<file path="config.mk">
export PLATFORM = sky130hd
export DESIGN_NAME = mantessa_select_pipe_flat
export DESIGN_NICKNAME = d
export VERILOG_FILES = /design/src/rtl/mantessa_select_pipe_if.sv /design/src/rtl/mantessa_select_pipe.sv /design/src/flat_wrapper.sv
export SDC_FILE = /design/constraint.sdc
export NUM_CORES = 1
export LEC_CHECK = 0
export CAP_MARGIN = 15
export CORE_ASPECT_RATIO = 0.75
export CORE_MARGIN = 2
export CORE_UTILIZATION = 45
export CTS_CLUSTER_DIAMETER = 60
export DETAILED_ROUTE_END_ITERATION = 12
export GPL_ROUTABILITY_DRIVEN = 0
export PLACE_DENSITY = 0.77
export SYNTH_ARGS = -nofsm -noshare
export SYNTH_HDL_FRONTEND = slang
export SYNTH_SLANG_ARGS = --single-unit
</file>
<file path="constraint.sdc">
create_clock -name clk -period 2 [get_ports clk]
set_input_delay 0.5 -clock clk [delete_from_list [all_inputs] [get_ports clk]]
set_output_delay 0.5 -clock clk [all_outputs]
set_load 0.01 [all_outputs]
</file>
<file path="src/rtl/mantessa_select_pipe_if.sv">
`timescale 1ns/1ps
`default_nettype none
// ============================================================================
//  Module  : mantessa_select_pipe_if
//  Brief   : Valid/ready input and output beats of the mantissa select pipe.
//  Revision: 1.0  initial release
// ============================================================================
interface mantessa_select_pipe_if #(
    parameter int MANT_W    = 24,
    parameter int EXP_W     = 8,
    parameter int OVF_CNT_W = 8
);
    logic                 in_valid;
    logic                 in_ready;
    logic [MANT_W-1:0]    left_path;
    logic [MANT_W-1:0]    right_path;
    logic [2:0]           adder_top;
    logic [EXP_W-1:0]     exp_in;
    logic                 out_valid;
    logic                 out_ready;
    logic [MANT_W-1:0]    mant_out;
    logic [EXP_W-1:0]     exp_out;
    logic                 ovf_out;
    logic                 lzc_req;
    logic [OVF_CNT_W-1:0] ovf_count;

    modport master (
        output in_valid, left_path, right_path, adder_top, exp_in, out_ready,
        input  in_ready, out_valid, mant_out, exp_out, ovf_out, lzc_req, ovf_count
    );

    modport slave (
        input  in_valid, left_path, right_path, adder_top, exp_in, out_ready,
        output in_ready, out_valid, mant_out, exp_out, ovf_out, lzc_req, ovf_count
    );
endinterface
`default_nettype wire

</file>
<file path="src/rtl/mantessa_select_pipe.sv">
`timescale 1ns/1ps
`default_nettype none
// ============================================================================
//  Module  : mantessa_select_pipe
//  Brief   : Two-stage post-add mantissa/exponent selection with overflow
//            saturation to infinity and a saturating overflow event counter.
//  Revision: 1.0  initial release
// ============================================================================
module mantessa_select_pipe #(
    parameter int MANT_W    = 24,
    parameter int EXP_W     = 8,
    parameter int OVF_CNT_W = 8
) (
    input  wire logic              clk,
    input  wire logic              rst,
    mantessa_select_pipe_if.slave  bus
);

    // Incremented exponent at or above all-ones means the left path overflowed.
    localparam logic [EXP_W:0]     c_exp_max = {1'b0, {EXP_W{1'b1}}};
    localparam logic [OVF_CNT_W-1:0] c_cnt_max = {OVF_CNT_W{1'b1}};

    // Stage 1 registers
    logic                 r_s1_valid;
    logic                 r_s1_left;
    logic                 r_s1_lzc;
    logic [MANT_W-1:0]    r_s1_mant;
    logic [EXP_W:0]       r_s1_exp_sum;

    // Stage 2 (output) registers
    logic                 r_s2_valid;
    logic [MANT_W-1:0]    r_s2_mant;
    logic [EXP_W-1:0]     r_s2_exp;
    logic                 r_s2_ovf;
    logic                 r_s2_lzc;
    logic [OVF_CNT_W-1:0] r_ovf_count;

    logic                 w_s2_free;
    logic                 w_s1_move;
    logic                 w_in_ready;
    logic                 w_accept;
    logic                 w_consume;
    logic                 w_sel_left;
    logic                 w_lzc;
    logic [MANT_W-1:0]    w_mant_sel;
    logic [EXP_W:0]       w_exp_sum;
    logic                 w_ovf;
    logic [MANT_W-1:0]    w_mant_res;
    logic [EXP_W-1:0]     w_exp_res;

    // Handshake: S2 may load when empty or being drained this cycle.
    assign w_s2_free  = !r_s2_valid || bus.out_ready;
    assign w_s1_move  = r_s1_valid && w_s2_free;
    assign w_in_ready = !rst && (!r_s1_valid || w_s2_free);
    assign w_accept   = bus.in_valid && w_in_ready;
    assign w_consume  = r_s2_valid && bus.out_ready;

    // Stage 1 decision
    assign w_sel_left = bus.adder_top[2];
    assign w_lzc      = (bus.adder_top[2:1] == 2'b00);
    assign w_mant_sel = w_sel_left ? bus.left_path : bus.right_path;
    assign w_exp_sum  = {1'b0, bus.exp_in} + {{EXP_W{1'b0}}, w_sel_left};

    // Stage 2 overflow resolve; only the left path can raise the exponent.
    assign w_ovf      = r_s1_left && (r_s1_exp_sum >= c_exp_max);
    assign w_mant_res = w_ovf ? {MANT_W{1'b0}} : r_s1_mant;
    assign w_exp_res  = w_ovf ? {EXP_W{1'b1}} : r_s1_exp_sum[EXP_W-1:0];

    always_ff @(posedge clk) begin
        if (rst) begin
            r_s1_valid   <= 1'b0;
            r_s1_left    <= 1'b0;
            r_s1_lzc     <= 1'b0;
            r_s1_mant    <= '0;
            r_s1_exp_sum <= '0;
        end else if (w_in_ready) begin
            r_s1_valid <= bus.in_valid;
            if (w_accept) begin
                r_s1_left    <= w_sel_left;
                r_s1_lzc     <= w_lzc;
                r_s1_mant    <= w_mant_sel;
                r_s1_exp_sum <= w_exp_sum;
            end
        end
    end

    always_ff @(posedge clk) begin
        if (rst) begin
            r_s2_valid <= 1'b0;
            r_s2_mant  <= '0;
            r_s2_exp   <= '0;
            r_s2_ovf   <= 1'b0;
            r_s2_lzc   <= 1'b0;
        end else if (w_s2_free) begin
            r_s2_valid <= r_s1_valid;
            if (w_s1_move) begin
                r_s2_mant <= w_mant_res;
                r_s2_exp  <= w_exp_res;
                r_s2_ovf  <= w_ovf;
                r_s2_lzc  <= r_s1_lzc;
            end
        end
    end

    always_ff @(posedge clk) begin
        if (rst) begin
            r_ovf_count <= '0;
        end else if (w_consume && r_s2_ovf && (r_ovf_count != c_cnt_max)) begin
            r_ovf_count <= r_ovf_count + 1'b1;
        end
    end

    assign bus.in_ready  = w_in_ready;
    assign bus.out_valid = r_s2_valid;
    assign bus.mant_out  = r_s2_mant;
    assign bus.exp_out   = r_s2_exp;
    assign bus.ovf_out   = r_s2_ovf;
    assign bus.lzc_req   = r_s2_lzc;
    assign bus.ovf_count = r_ovf_count;

endmodule
`default_nettype wire
</file>
<file path="src/flat_wrapper.sv">
// flat-port wrapper written by rule: the top's interface ports become plain ports
module mantessa_select_pipe_flat 
#(
    parameter int MANT_W    = 24,
    parameter int EXP_W     = 8,
    parameter int OVF_CNT_W = 8
)
  (clk, rst, bus_in_valid, bus_left_path, bus_right_path, bus_adder_top, bus_exp_in, bus_out_ready, bus_in_ready, bus_out_valid, bus_mant_out, bus_exp_out, bus_ovf_out, bus_lzc_req, bus_ovf_count);
  mantessa_select_pipe_if #(.MANT_W(MANT_W), .EXP_W(EXP_W), .OVF_CNT_W(OVF_CNT_W)) bus_i ();
  input  wire logic clk;
  input  wire logic rst;
  input wire logic [$bits(bus_i.in_valid)-1:0] bus_in_valid;
  input wire logic [$bits(bus_i.left_path)-1:0] bus_left_path;
  input wire logic [$bits(bus_i.right_path)-1:0] bus_right_path;
  input wire logic [$bits(bus_i.adder_top)-1:0] bus_adder_top;
  input wire logic [$bits(bus_i.exp_in)-1:0] bus_exp_in;
  input wire logic [$bits(bus_i.out_ready)-1:0] bus_out_ready;
  output wire logic [$bits(bus_i.in_ready)-1:0] bus_in_ready;
  output wire logic [$bits(bus_i.out_valid)-1:0] bus_out_valid;
  output wire logic [$bits(bus_i.mant_out)-1:0] bus_mant_out;
  output wire logic [$bits(bus_i.exp_out)-1:0] bus_exp_out;
  output wire logic [$bits(bus_i.ovf_out)-1:0] bus_ovf_out;
  output wire logic [$bits(bus_i.lzc_req)-1:0] bus_lzc_req;
  output wire logic [$bits(bus_i.ovf_count)-1:0] bus_ovf_count;
  assign bus_i.in_valid = bus_in_valid;
  assign bus_i.left_path = bus_left_path;
  assign bus_i.right_path = bus_right_path;
  assign bus_i.adder_top = bus_adder_top;
  assign bus_i.exp_in = bus_exp_in;
  assign bus_i.out_ready = bus_out_ready;
  assign bus_in_ready = bus_i.in_ready;
  assign bus_out_valid = bus_i.out_valid;
  assign bus_mant_out = bus_i.mant_out;
  assign bus_exp_out = bus_i.exp_out;
  assign bus_ovf_out = bus_i.ovf_out;
  assign bus_lzc_req = bus_i.lzc_req;
  assign bus_ovf_count = bus_i.ovf_count;
  mantessa_select_pipe #(.MANT_W(MANT_W), .EXP_W(EXP_W), .OVF_CNT_W(OVF_CNT_W)) u_core (.clk(clk), .rst(rst), .bus(bus_i));
endmodule
</file>
==> results of run 1 <==
[logic make-up (layout without fill, tap and decap cells)]
group | Yosys count | in the layout | share of synthesized area, %
and+or+nand+nor | 135 | 135 | 18.3
xor gates and xnor gates | 9 | 9 | 2.22
adders and majority gates | 3 | 3 | 1.06
buffers and inverters | 37 | 140 | 6.20
muxes | 25 | 25 | 7.04
DFF | 79 | 79 | 44.5
AOI/OAI and AO/OA | 96 | 96 | 20.6
[per-layer routing]
metal	up-vias	global-route usage (%)
met4	0	4.16
met3	7	6.98
met2	106	35.6
met1	1454	25.1
li1	1555	-
met5	-	0
[per-stage QoR]
step                      power (µW)  TNS (ps)  hold slack, ps
after detailed placement        2230      -409             447
after CTS                       3520         0             457
after global placement          2210      -348             439
after global routing            3630         0             480
after floorplan                 1990         0             432
final                           3490         0             456
[final timing paths]
path / from / end / slack [ps] / cells past startpoint
min: u_core.bus.mant_out[5] / u_core.bus.mant_out[5] / 460 / 2
max: bus_out_ready / bus_in_ready / 50 / 5
max reg2reg: u_core.bus.ovf_count[0] / u_core.bus.ovf_count[1] / 360 / 5
min reg2reg: u_core.bus.mant_out[5] / u_core.bus.mant_out[5] / 460 / 2
[flip-flops by register name, summed over array words and instances (netlist names)]
| signal | count |
|---|---|
| u_core.r_s1_exp_sum | 9 |
| u_core.r_s1_lzc | 1 |
| u_core.bus.mant_out | 24 |
| u_core.r_s1_mant | 24 |
| u_core.bus.exp_out | 8 |
| u_core.r_s1_left | 1 |
| u_core.bus.ovf_count | 8 |
| u_core.bus.ovf_out | 1 |
| u_core.r_s1_valid | 1 |
| u_core.bus.lzc_req | 1 |
| u_core.bus.out_valid | 1 |
[cells in the final DEF (no fill, tap or decap), types with 3 or more instances in the layout]
master / count
buf_4: 11
nand2b_1: 3
nand3_1: 9
buf_2: 3
nor2_1: 45
dfxtp_1: 79
o21ai_0: 7
mux2i_1: 25
inv_1: 5
nand2_1: 37
o211ai_1: 24
nor3_1: 16
ha_1: 3
clkdlybuf4s50_1: 102
buf_12: 4
a211oi_1: 4
or3_1: 3
xnor2_1: 7
a211oi_2: 21
nand3b_1: 7
clkbuf_8: 9
a21oi_1: 32
[final cells by class]
type / instances / area, µm² / share of cell area, %
Timing Repair Buffer: 120 / 1200 / 24.4
Inverter: 5 / 18.8 / 0.382
Tap cell: 105 / 131 / 2.68
Sequential cell: 79 / 1580 / 32.2
Clock buffer: 9 / 124 / 2.52
Multi-Input combinational cell: 268 / 1760 / 35.9
Clock inverter: 6 / 92.6 / 1.89
[worst max-delay path, delay by kind of cell]
kind                   cells  cell delay, ps
AND/OR/NAND/NOR            3             310
buffers and inverters      2             640
[report_power, final]
| group | switching, µW | internal, µW |
|---|---|---|
| Combinational | 229 | 268 |
| Clock | 590 | 704 |
| Sequential | 46.2 | 1650 |
| Total | 866 | 2620 |
==> impl_metrics.json, run 1 <==
{
  "cts_max_path_buffers": 2,
  "clock_sinks": 79,
  "cp-start-kind": "input port",
  "wl_met1_mm": 3.91,
  "vias": 3122,
  "insertion_delay_ps": 350,
  "antenna_found_initial": 0,
  "post_cts_buffers": 0,
  "antenna_cells": 0,
  "fmax_mhz": 513,
  "grt_pass1_wl_mm": 14.0,
  "p_leak_uw": 0.00173,
  "dp_cells": 577,
  "cts_hold_buffers": 0,
  "finalClockSkew_ps": 11.7,
  "syn_area_um2": 3550,
  "synth_most_common_cell": "dfxtp_1",
  "grt_overflow": 0,
  "layout-drive-gt1-share_pct": 13.3,
  "ir_worst_vdd_v": 0.000328,
  "dp_hpwl_mm": 6.07,
  "grt_pass1_vias": 3016,
  "crit_type": "input port to output port",
  "start_util_pct": 45.7,
  "fin_area_um2": 4910,
  "highest_layer": "met4",
  "async_reset_ff_share_pct": 0,
  "fin_crit_ps": 1950,
  "rsz0062_at_grt": "false",
  "grt_max_degree": 57,
  "post-route-drc-count": 0,
  "dp_slack_ps": -361,
  "crit_path_end_kind": "output port",
  "fin_util_pct": 63.1,
  "fillers": 683,
  "yosysTopAreaCell": "dfxtp_1",
  "synth_top_area_share_pct": 44.5,
  "finalWorstSetupSlack_ps": 49.7,
  "avgRoutedWirePerCell_um": 14.7,
  "drtPass1Iterations": 4,
  "syn_to_final_growth_pct": 38.2,
  "synthTopCellsByArea": "dfxtp_1 45%, a211oi_2 7.4%, mux2i_1 7.0%",
  "crit_fanout": 2,
  "cap_violations": 0,
  "slew_viol_final": 0,
  "required_ps": 1500,
  "rows": 28,
  "synth_common_cells": "79 x dfxtp_1, 46 x nor2_1, 37 x nand2_1, 32 x a21oi_1, 25 x mux2i_1",
  "drtIter0Drc": 83,
  "maxSlewHeadroom_pct": 42.8,
  "ys_seq_elements": 79,
  "arrival_ps": 1450,
  "instances_no_fill": 592,
  "hold_viol_final": 0,
  "design.die.area_um2": 8630,
  "yosysSeqAreaShare_pct": 44.5,
  "status": "finished clean",
  "path_cells": "clkdlybuf4s50_1 > nand2b_4 > nor2_2 > nor2_1 > buf_2",
  "wl_met3_um": 597,
  "numCtsBuffers": 9,
  "synth_edf_count": 0,
  "wl_mm": 8.72,
  "ys_warn_count": 0,
  "dieHeight_um": 81.0,
  "htreeDepth": 3,
  "hold_path_class": "flip-flop to flip-flop",
  "placed_area_um2": 4690,
  "ctsResizeCount": 6,
  "cp_slowest_cell": "clkdlybuf4s50_1",
  "core_region_area_um2": 7780,
  "setup_violations": 0,
  "port_buffers": 105,
  "io_pins": 107,
  "dieWidth_um": 107,
  "syn_nets": 450,
  "ys_types": 40,
  "period_share_pct": 97.5,
  "root_buffer": "clkbuf_8",
  "wl_met2_mm": 4.15,
  "synthCells": 384,
  "synthFlopType": "dfxtp_1",
  "tightest_slew_ps": 856,
  "nNetsFinal": 549,
  "avgViaCountPerCell": 5.27,
  "syn_avg_cell_area_um2": 9.25,
  "clk_pin_slew_ps": 80,
  "powerDensity_nw_per_um2": 710,
  "drt.antenna.violating_nets": 0,
  "critPathMaxStageDelay_ps": 490,
  "cts_tree": "done",
  "track_usage_pct": 20.5
}
Note: power is estimated with default switching activity, not from simulation.
==> run 2, diff against run 1 <==
--- a/config.mk
+++ b/config.mk
@@ -7,11 +7,12 @@
 export LEC_CHECK = 0
 export CAP_MARGIN = 15
 export CORE_ASPECT_RATIO = 0.75
-export CORE_MARGIN = 2
+export CORE_MARGIN = 10
 export CORE_UTILIZATION = 45
 export CTS_CLUSTER_DIAMETER = 60
 export DETAILED_ROUTE_END_ITERATION = 12
 export GPL_ROUTABILITY_DRIVEN = 0
+export GPL_TIMING_DRIVEN = 1
 export PLACE_DENSITY = 0.77
 export SYNTH_ARGS = -nofsm -noshare
 export SYNTH_HDL_FRONTEND = slang
==> impl_metrics.json, run 2 (synthesized netlist as in run 1, its figures left out) <==
{
  "arrival_ps": 1390,
  "fmax_mhz": 529,
  "clk_pin_slew_ps": 80,
  "syn_to_final_growth_pct": 38.8,
  "nNetsFinal": 551,
  "grt_pass1_vias": 3027,
  "power_uw": 3670,
  "cp-start-kind": "input port",
  "port_buffers": 105,
  "crit_path_end_kind": "output port",
  "mostFrequentLayoutCell": "clkdlybuf4s50_1",
  "insertion_delay_ps": 340,
  "setup_violations": 0,
  "track_usage_pct": 15.4,
  "wl_mm": 9.26,
  "io_pins": 107,
  "antenna_found_initial": 0,
  "crit_type": "input port to output port",
  "fillers": 636,
  "avgViaCountPerCell": 5.19,
  "root_buffer": "clkbuf_8",
  "fin_tns_setup_ps": 0,
  "hold_path_class": "input port to flip-flop",
  "rsz0062_at_grt": "false",
  "drtPass1Iterations": 4,
  "design.die.area_um2": 11900,
  "dieHeight_um": 97.0,
  "drtIter0Drc": 174,
  "cts_max_path_buffers": 2,
  "grt_overflow": 0,
  "core_region_area_um2": 7500,
  "cap_violations": 0,
  "required_ps": 1500,
  "crit_fanout": 2,
  "clock_sinks": 79,
  "fin_crit_ps": 1890,
  "fin_util_pct": 65.7,
  "p_leak_uw": 0.00174,
  "period_share_pct": 94.5,
  "rows": 27,
  "dieWidth_um": 123,
  "avgRoutedWirePerCell_um": 15.7,
  "cts_tree": "done",
  "htreeDepth": 3,
  "post-route-drc-count": 0,
  "finalWorstSetupSlack_ps": 111,
  "slew_viol_final": 0,
  "powerDensity_nw_per_um2": 745,
  "status": "finished clean",
  "numCtsBuffers": 9,
  "antenna_cells": 0,
  "maxSlewHeadroom_pct": 44.7,
  "ir_worst_vdd_v": 0.000398,
  "start_util_pct": 47.4,
  "grt_pass1_wl_mm": 15.0,
  "vias": 3056,
  "tightest_slew_ps": 829,
  "cts_hold_buffers": 0,
  "drt.antenna.violating_nets": 0,
  "final_cell_mix": "102 x clkdlybuf4s50_1, 79 x dfxtp_1, 45 x nor2_1",
  "hold_viol_final": 0,
  "grt_max_degree": 34,
  "layout-drive-gt1-share_pct": 13.1,
  "finalClockSkew_ps": 8.39,
  "dp_hpwl_mm": 6.84,
  "dp_slack_ps": -265
}
run 2: changes by cell type in the layout (fill, tap and decap cells not counted):
cell / before / now
inv_6: 2 / 0
bufinv_16: 2 / 4
clkbuf_2: 0 / 1
clkbuf_1: 0 / 1
nand2b_4: 1 / 0
clkinvlp_4: 2 / 0
buf_2: 3 / 2
buf_4: 11 / 14
buf_12: 4 / 3
nand2b_1: 3 / 4
run 2: layer usage:
layer	up-vias	part of all wire [%]	track usage, %
li1	1558	-	-
met1	1406	47	20.0
met2	87	44	23.0
met3	5	7.9	6.37
met4	0	0.41	3.77
met5	-	0	0
run 2: stage by stage:
step                      area, µm²  instances  hold WS [ps]
after floorplan                3550        384           432
after global placement         4680        574           439
after detailed placement       4680        574           444
after CTS                      4930        589           349
after global routing           4930        589           355
final                          4930        589           360
run 2: critical path, stage by stage:
cell and delay (ps):
clkdlybuf4s50_1 410, nand2b_1 180, nor2_2 130, nor2_1 50
clkbuf_2 120
run 2: path summary, 6_finish.rpt:
kind                      startpoint                 endpoint  slack [ps]  cells after the start
min reg2reg  u_core.bus.mant_out[22]  u_core.bus.mant_out[22]         450                      2
min                              rst        u_core.r_s1_valid         360                      2
max                    bus_out_ready             bus_in_ready         110                      5
max reg2reg  u_core.bus.ovf_count[0]  u_core.bus.ovf_count[1]         400                      5
run 2: cell type report:
cell class	count	area, µm²	share of cell area [%]
timing repair buffer	122	1200	24.4
clock buffer	10	128	2.59
multi-input combinational	268	1760	35.6
inverter	5	18.8	0.381
tap	101	126	2.56
sequential	79	1580	32.1
clock inverter	4	120	2.44
run 2: timing repair:
action | 4_1_cts | 5_1_grt
pin swaps | 1 | 0
setup buffers | 1 | 0
setup endpoints to repair | 1 | 1
hold endpoints to repair | 0 | 0
gates resized for setup | 2 | 2
run 2: power breakdown:
group,internal (µW),switching (µW)
Sequential,1650,45.1
Combinational,269,230
Clock,943,541
Total,2860,815
